File: config.mk
export PLATFORM = sky130hd
export DESIGN_NAME = hdmi_audio_feeder
export DESIGN_NICKNAME = d
export VERILOG_FILES = /design/src/rtl/hdmi_audio_feeder.sv
export SDC_FILE = /design/constraint.sdc
export NUM_CORES = 1
export LEC_CHECK = 0
export CORE_MARGIN = 5
export CORE_UTILIZATION = 30
export CTS_BUF_LIST = sky130_fd_sc_hd__clkbuf_8
export CTS_CLUSTER_SIZE = 24
export DETAILED_ROUTE_END_ITERATION = 6
export PLACE_DENSITY_LB_ADDON = 0.3
export SYNTH_ARGS = -nofsm -noshare
export SYNTH_HDL_FRONTEND = slang
export SYNTH_SLANG_ARGS = --single-unit
File: constraint.sdc
create_clock -name clk -period 5.9 [get_ports clk]
set_clock_uncertainty 0.2 [all_clocks]
set_input_delay 1.18 -clock clk [delete_from_list [all_inputs] [get_ports clk]]
set_output_delay 1.18 -clock clk [all_outputs]
set_load 0.01 [all_outputs]
File: src/rtl/hdmi_audio_feeder.sv
// Audio FIFO feeding the HDMI encoder. A fractional accumulator releases samples at RATE_HZ, one cycle after each tick.
// Pushes while full are dropped and set the sticky overflow. Optional AUDIO_UNDERRUN_MUTE_EN sends silence on underrun.
module hdmi_audio_feeder #(
   parameter int CLK_HZ     = 74250000,
   parameter int RATE_HZ    = 48000,
   parameter int DEPTH_LOG2 = 5
) (
   input  logic                  clk,
   input  logic                  reset,
   input  logic                  enable,
   input  logic                  wr,
   input  logic [31:0]           wr_data,
   output logic                  full,
   output logic [DEPTH_LOG2:0]   level,
   output logic                  overflow,
   output logic [15:0]           underrun_cnt,
   output logic                  audio_w,
   output logic [31:0]           audio
);

   localparam logic [31:0]         STEP_UP = 32'(RATE_HZ);
   localparam logic [31:0]         STEP_DN = 32'(RATE_HZ - CLK_HZ);
   localparam logic [DEPTH_LOG2:0] PTR_ONE = 1;

   logic [31:0]         d;
   logic                tick;
   logic [DEPTH_LOG2:0] wptr;
   logic [DEPTH_LOG2:0] rptr;
   logic [31:0]         mem [0:(2**DEPTH_LOG2)-1];
   logic [31:0]         last;
   logic                empty;
   logic                push;
   logic                pop;

   assign tick  = ~d[31] & enable;
   assign level = wptr - rptr;
   assign empty = (wptr == rptr);
   assign full  = (wptr[DEPTH_LOG2] != rptr[DEPTH_LOG2]) &&
                  (wptr[DEPTH_LOG2-1:0] == rptr[DEPTH_LOG2-1:0]);
   assign push  = wr & ~full;
   assign pop   = tick & ~empty;

   // Free-running: the sign of d decides whether this cycle owes a sample.
   always_ff @(posedge clk or posedge reset) begin
      if (reset) d <= '0;
      else       d <= d + (d[31] ? STEP_UP : STEP_DN);
   end

   always_ff @(posedge clk or posedge reset) begin
      if (reset) begin
         wptr     <= '0;
         rptr     <= '0;
         overflow <= 1'b0;
      end else begin
         if (push)      wptr     <= wptr + PTR_ONE;
         if (pop)       rptr     <= rptr + PTR_ONE;
         if (wr & full) overflow <= 1'b1;
      end
   end

   always_ff @(posedge clk) begin
      if (push) mem[wptr[DEPTH_LOG2-1:0]] <= wr_data;
   end

   always_ff @(posedge clk or posedge reset) begin
      if (reset) begin
         audio_w      <= 1'b0;
         audio        <= '0;
         last         <= '0;
         underrun_cnt <= '0;
      end else begin
         audio_w <= tick;
         if (pop) begin
            audio <= mem[rptr[DEPTH_LOG2-1:0]];
            last  <= mem[rptr[DEPTH_LOG2-1:0]];
         end else if (tick) begin
`ifdef AUDIO_UNDERRUN_MUTE_EN
            audio <= '0;
            last  <= '0;
`else
            audio <= last;
`endif
            if (underrun_cnt != 16'hFFFF) underrun_cnt <= underrun_cnt + 16'd1;
         end
      end
   end

endmodule

==> run_results.csv, run 1 <==
group,metric,value,unit
yosys,netlist_instances,2302,
worst_setup_path,critPathKind,"flip-flop to output port",
timing,period_needed,4.87,ns
floorplanning,fp.coreArea,148000,µm²
worst_setup_path,reg2reg_slack,1.11,ns
drt,dr.pass1.iters,5,
grt,grt.total_usage,0.148,
grt,grt_max_degree,140,
power_and_ir_drop,p_leak,0.0175,µW
clocking,ctsHoldBuffers,0,
final_layout,multi_input_area,10500,µm²
floorplanning,die_h,396,µm
drt,wl_per_cell,25.4,µm
timing,grt_setup_unrepaired,"no",
clocking,numCtsBuffers,187,
worst_setup_path,critPathArrivalTime,3.49,ns
yosys,synth_fp_nets,2372,
floorplanning,dieArea,156000,µm²
grt,grt_pass1_vias,24200,
worst_setup_path,worst-r2r-cell-count,8,
placement,io_buffers,92,
timing,holdWs,0.268,ns
worst_setup_path,crit_start,"rptr[2]$_DFFE_PP0N_",
timing,tns,0,ns
worst_setup_path,critPathCaptureType,"output port",
worst_setup_path,worstReg2RegEnd,"mem[11][19]$_DFFE_PP_",
hold_path,worstHoldStart,"last[24]$_DFFE_PP0N_",
grt,antenna_found_initial,6,
hold_path,whs_path_depth,2,
yosys,async_flop_share,0.106,
power_and_ir_drop,power,17900,µW
clocking,h-tree-depth,4,
timing,tightest_slew,1.38,ns
placement,dp_hpwl,66100,µm
drt,vias_per_cell,4.99,
power_and_ir_drop,ir_drop,210,µV
timing,post-route-period-util,0.825,
final_layout,final_cell_mix,"edfxtp_1, clkbuf_8, mux4_2, mux2i_1, dfrtp_1",
timing,finalHoldViolations,0,
worst_setup_path,startpoint_type,"flip-flop",
timing,finalSetupViolCount,0,
timing,slew_headroom,0.0789,
floorplanning,ios,93,
yosys,synth_cell_type_count,57,
final_layout,nets,2599,
final_layout,syn_to_final_growth,16.5,%
floorplanning,start_util,0.302,
drt,drc,0,
worst_setup_path,cp.required,4.52,ns
grt,grt-ovfl-total,0,
clocking,clk_path_buf_depth,3,
placement,gp_congestion,0.779,
clocking,cts.sinks,1146,
clocking,insertion_delay,0.87,ns
drt,drt-initial-drc-count,2010,
yosys,synth_ff_type,"edfxtp_1",
clocking,cts_tree,"yes",
grt,grt_pass1_wl,169000,µm
clocking,clkTransAtPathRegs,0.06,ns
yosys,synth-seq-cells,1146,
drt,postRouteAntennaNets,0,
clocking,clockRootBuffer,"clkbuf_8",
floorplanning,chipWidth,396,µm
clocking,post_cts_buffers,0,
worst_setup_path,r2r_start,"rptr[2]$_DFFE_PP0N_",
flow_run,maxCapViolations,0,
hold_path,min_to,"last[24]$_DFFE_PP0N_",
yosys,syn_area,44600,µm²
clocking,cts_resized,0,
yosys,avgSynthCellArea,19.4,µm²
timing,slew_viol_final,0,
hold_path,hp-class,"flip-flop to flip-flop",
final_layout,final_common_cell,"edfxtp_1",
timing,timing.fmax,206,MHz
final_layout,seq_area,33800,µm²
worst_setup_path,worst-path-max-fanout,6,
yosys,yosysWarningCount,0,
drt,via_count,23000,
floorplanning,rows,141,
final_layout,drive_gt1_frac,0.209,
yosys,ys_seq_area_frac,0.758,
drt,routed_wirelength,117000,µm
yosys,synth-edff-count,1024,
power_and_ir_drop,p_per_area,345,nW/µm²
final_layout,fillers,13600,
status,outcome,"finished, final reports clean",
## power breakdown
group	internal (µW)	switching, µW	leakage [µW]
combinational	633	1110	0.00473
clock	3440	3230	0.00202
sequential	9330	152	0.0107
total	13400	4490	0.0175
## cells in the mapped netlist (all sizes together) (10+ instances only)
cell	number	area, µm²
edfxtp	1024	30700
o221ai	62	543
clkbuf	64	240
mux2i	189	1890
ha	32	400
a21oi	81	405
nor2	79	299
xor2	18	158
mux4	193	4350
a31oi	37	231
buf	53	269
a21o	10	75.1
nand3	46	230
xnor2	35	314
dfrtp	122	3050
nand2	92	345
o21ai	73	365
inv	17	63.8
## sequential cells by signal (all words and copies together), names as in the netlist
register,flops
d,28
overflow,1
audio_w,1
underrun_cnt,16
wptr,6
last,32
audio,32
rptr,6
mem,1024
## logic make-up after synthesis
logic type | synth area share
flip-flops | 0.758
multiplexers | 0.140
AO/OA/AOI/OAI | 0.0416
AND/OR/NAND/NOR | 0.0264
buffers and inverters | 0.0130
XOR/XNOR | 0.0106
adder cells (fa/ha/maj) | 0.00988
## critical path: stages (launching register included)
cell and delay [ns]:
dfrtp_2 0.37, clkinv_1 0.35, ha_1 0.49, o21ai_0 0.10
nand2b_1 0.11, a21o_1 0.19, a21oi_1 0.25, xnor2_1 0.19
clkdlybuf4s50_1 0.58
## per-stage QoR
stage / area [µm²] / std cells / worst slack (ns) / utilization
2_1_floorplan: 44600 / 2302 / 1.28 / -
3_3_place_gp: 48300 / 4269 / 0.985 / 0.327
3_5_place_dp: 48300 / 4269 / 0.931 / 0.327
4_1_cts: 51900 / 4611 / 0.930 / 0.352
5_1_grt: 51900 / 4613 / 0.836 / 0.352
6_report: 52000 / 4615 / 1.03 / 0.352
## cell type report
class / count / area share
inverter: 19 / 0.00154
timing repair buffer: 155 / 0.0300
antenna: 3 / 0.000145
clock inverter: 144 / 0.0168
multi-input combinational: 1020 / 0.202
sequential: 1146 / 0.651
tap: 1930 / 0.0465
clock buffer: 198 / 0.0525
## routing by layer
layer | vias up | part of all wire | track usage
met5 | - | 0.00016 | 0
met4 | 2 | 0.024 | 0.0457
met3 | 179 | 0.071 | 0.0400
met2 | 787 | 0.48 | 0.238
met1 | 12200 | 0.43 | 0.197
li1 | 9861 | - | -
## how the worst max path moves through the flow
stage                                        to  slack (ns)  depth (start not counted)
final                                  level[5]        1.03                          8
after global placement    mem[11][24]$_DFFE_PP_        0.99                          5
after global routing                   level[5]        0.84                          8
after CTS                              level[5]        0.93                          8
after detailed placement  mem[11][25]$_DFFE_PP_        0.93                          5
after floorplan            audio[0]$_DFFE_PP0P_        1.28                          1
Power figures use the tool's default switching activity.
==> inputs of run 2 (changes only) <==
==> constraint.sdc (replaced) <==
create_clock -name clk -period 4.9 [get_ports clk]
set_clock_uncertainty 0.2 [all_clocks]
set_input_delay 0.98 -clock clk [delete_from_list [all_inputs] [get_ports clk]]
set_output_delay 0.98 -clock clk [all_outputs]
set_load 0.01 [all_outputs]
==> run_results.csv, run 2 (synthesis gave the netlist of run 1 again) <==
group,metric,value,unit
status,outcome,"finished, final reports clean",
drt,dr.pass1.iters,5,
floorplanning,start_util,0.302,
timing,setup_slack,0.301,ns
power_and_ir_drop,p_seq_frac,0.525,
grt,grt_max_degree,89,
final_layout,drive_gt1_frac,0.216,
grt,grt-ovfl-total,0,
worst_setup_path,cp_top_family,"buffers and inverters",
timing,slew_viol_final,0,
timing,finalSetupViolCount,0,
worst_setup_path,critPathCaptureType,"output port",
final_layout,final_cell_mix,"edfxtp_1, clkbuf_8, mux4_2, mux2i_1, dfrtp_1",
timing,slew_headroom,0.133,
hold_path,worstHoldStart,"last[12]$_DFFE_PP0N_",
worst_setup_path,r2r_start,"rptr[3]$_DFFE_PP0N_",
final_layout,syn_to_final_growth,17.1,%
timing,tns,0,ns
worst_setup_path,crit_start,"rptr[3]$_DFFE_PP0N_",
hold_path,hp-class,"flip-flop to flip-flop",
clocking,cts_tree,"yes",
placement,dp_hpwl,64100,µm
drt,via_count,23000,
timing,timing.fmax,217,MHz
worst_setup_path,critPathArrivalTime,3.42,ns
worst_setup_path,startpoint_type,"flip-flop",
timing,post-route-period-util,0.939,
clocking,ctsHoldBuffers,0,
clocking,numCtsBuffers,190,
drt,wl_per_cell,24.5,µm
power_and_ir_drop,netSwitchingFraction,0.251,
power_and_ir_drop,clkPwrFrac,0.376,
worst_setup_path,slowest_stage,"clkdlybuf4s50_1",
placement,gp_congestion,0.743,
final_layout,seq_area,33800,µm²
worst_setup_path,cpPeakStageDelay,0.59,ns
drt,routed_wirelength,114000,µm
grt,gr-max-usage-layer,"met2",
floorplanning,chipWidth,396,µm
drt,drc,0,
timing,grt_setup_unrepaired,"no",
final_layout,multi_input_area,10500,µm²
worst_setup_path,critPathKind,"flip-flop to output port",
clocking,clockRootBuffer,"clkbuf_8",
final_layout,fillers,13700,
power_and_ir_drop,p_leak,0.0177,µW
final_layout,fin_util,0.353,
flow_run,maxCapViolations,0,
worst_setup_path,cp.required,3.72,ns
floorplanning,die_h,396,µm
worst_setup_path,cp_num_buf_inv,2,
timing,finalHoldViolations,0,
grt,met3_usage,0.0358,
clocking,cts.sinks,1146,
timing,tightest_slew,1.30,ns
final_layout,nets,2624,
power_and_ir_drop,ir_drop,319,µV
clocking,clkTransAtPathRegs,0.06,ns
grt,antenna_found_initial,7,
final_layout,final_common_cell,"edfxtp_1",
power_and_ir_drop,pwr-share-comb,0.099,
floorplanning,fp.coreArea,148000,µm²
timing,period_needed,4.60,ns
worst_setup_path,worst-path-max-fanout,21,
clocking,insertion_delay,0.90,ns
drt,vias_per_cell,4.95,
grt,grt_pass1_vias,24300,
grt,use_met2,0.228,
drt,drt-initial-drc-count,1823,
clocking,h-tree-depth,4,
power_and_ir_drop,p_switching,5460,µW
clocking,clk_path_buf_depth,3,
placement,io_buffers,92,
floorplanning,ios,93,
grt,globalRouteMet1Util,0.199,
power_and_ir_drop,p_int,16300,µW
grt,grt_pass1_wl,167000,µm
placement,place_ws,0.785,ns
floorplanning,rows,141,
floorplanning,dieArea,156000,µm²
final_layout,largest_reg_flops,1024,
worst_setup_path,crit_path_cell_trace,"inv_4 -> ha_1 -> a21o_1 -> a21oi_1 -> xnor2_1 -> clkdlybuf4s50_1",
drt,postRouteAntennaNets,0,
power_and_ir_drop,p_per_area,416,nW/µm²
clocking,cts_resized,0,
grt,grt.total_usage,0.144,
clocking,post_cts_buffers,0,
==> run 2: cell count changes in the layout (fill, tap and decap cells not counted), sizes merged, moves of 2 or more <==
| cell | change |
|---|---|
| clkbuf | -3 |
| bufinv | +2 |
| buf | +21 |
| clkinv | +11 |
| inv | +5 |
| clkinvlp | -2 |
==> run 2: power by group through the flow <==
stage / sequential [µW] / clock, µW / combinational [µW]
detailed placement: 11600 / 0 / 2170
finish: 11400 / 8160 / 2140
floorplan: 11500 / 0 / 1120
global route: 11400 / 8890 / 2300
CTS: 11400 / 8400 / 2180
global placement: 11600 / 0 / 2140
==> run 2: worst register-to-register path, stage by stage, from the launching register on <==
cell and delay, ns:
dfrtp_1 0.54, inv_4 0.48, ha_1 0.39, nand2_1 0.13, nor3_1 0.10, nor2b_1 0.77
nand2_1 0.24, buf_4 0.28, nor2_4 0.09, buf_4 0.59
==> run 2: metal layers <==
metal / routed length, µm / up-vias
met5: 12 / -
met4: 2090 / 2
met3: 7650 / 176
met2: 53300 / 733
met1: 50800 / 12200
li1: - / 9902
==> run 2: worst paths after layout <==
kind | endpoint | slack [ns] | depth (start not counted)
min in group asynchronous | d[10]$_DFF_PP0_ | 0.47 | 2
min reg2reg | last[12]$_DFFE_PP0N_ | 0.27 | 2
max reg2reg | mem[30][17]$_DFFE_PP_ | 0.71 | 9
min | last[12]$_DFFE_PP0N_ | 0.27 | 2
max | level[5] | 0.30 | 6
max in group asynchronous | last[26]$_DFFE_PP0N_ | 3.10 | 3
==> run 2: metrics by stage <==
step | area, µm² | cells | total power [µW] | hold slack [ns]
2_1_floorplan | 44600 | 2302 | 12700 | 0.240
3_3_place_gp | 48500 | 4292 | 13700 | 0.253
3_5_place_dp | 48500 | 4292 | 13800 | 0.258
4_1_cts | 52200 | 4647 | 22000 | 0.272
5_1_grt | 52200 | 4649 | 22600 | 0.287
6_report | 52200 | 4651 | 21700 | 0.268
==> run 2: layout make-up <==
class | instances | share of cell area
Sequential cell | 1146 | 0.648
Multi-Input combinational cell | 1020 | 0.201
Clock buffer | 195 | 0.0514
Tap cell | 1930 | 0.0463
Timing Repair Buffer | 177 | 0.0325
Clock inverter | 160 | 0.0195
Inverter | 19 | 0.00153
Antenna cell | 4 | 0.000192
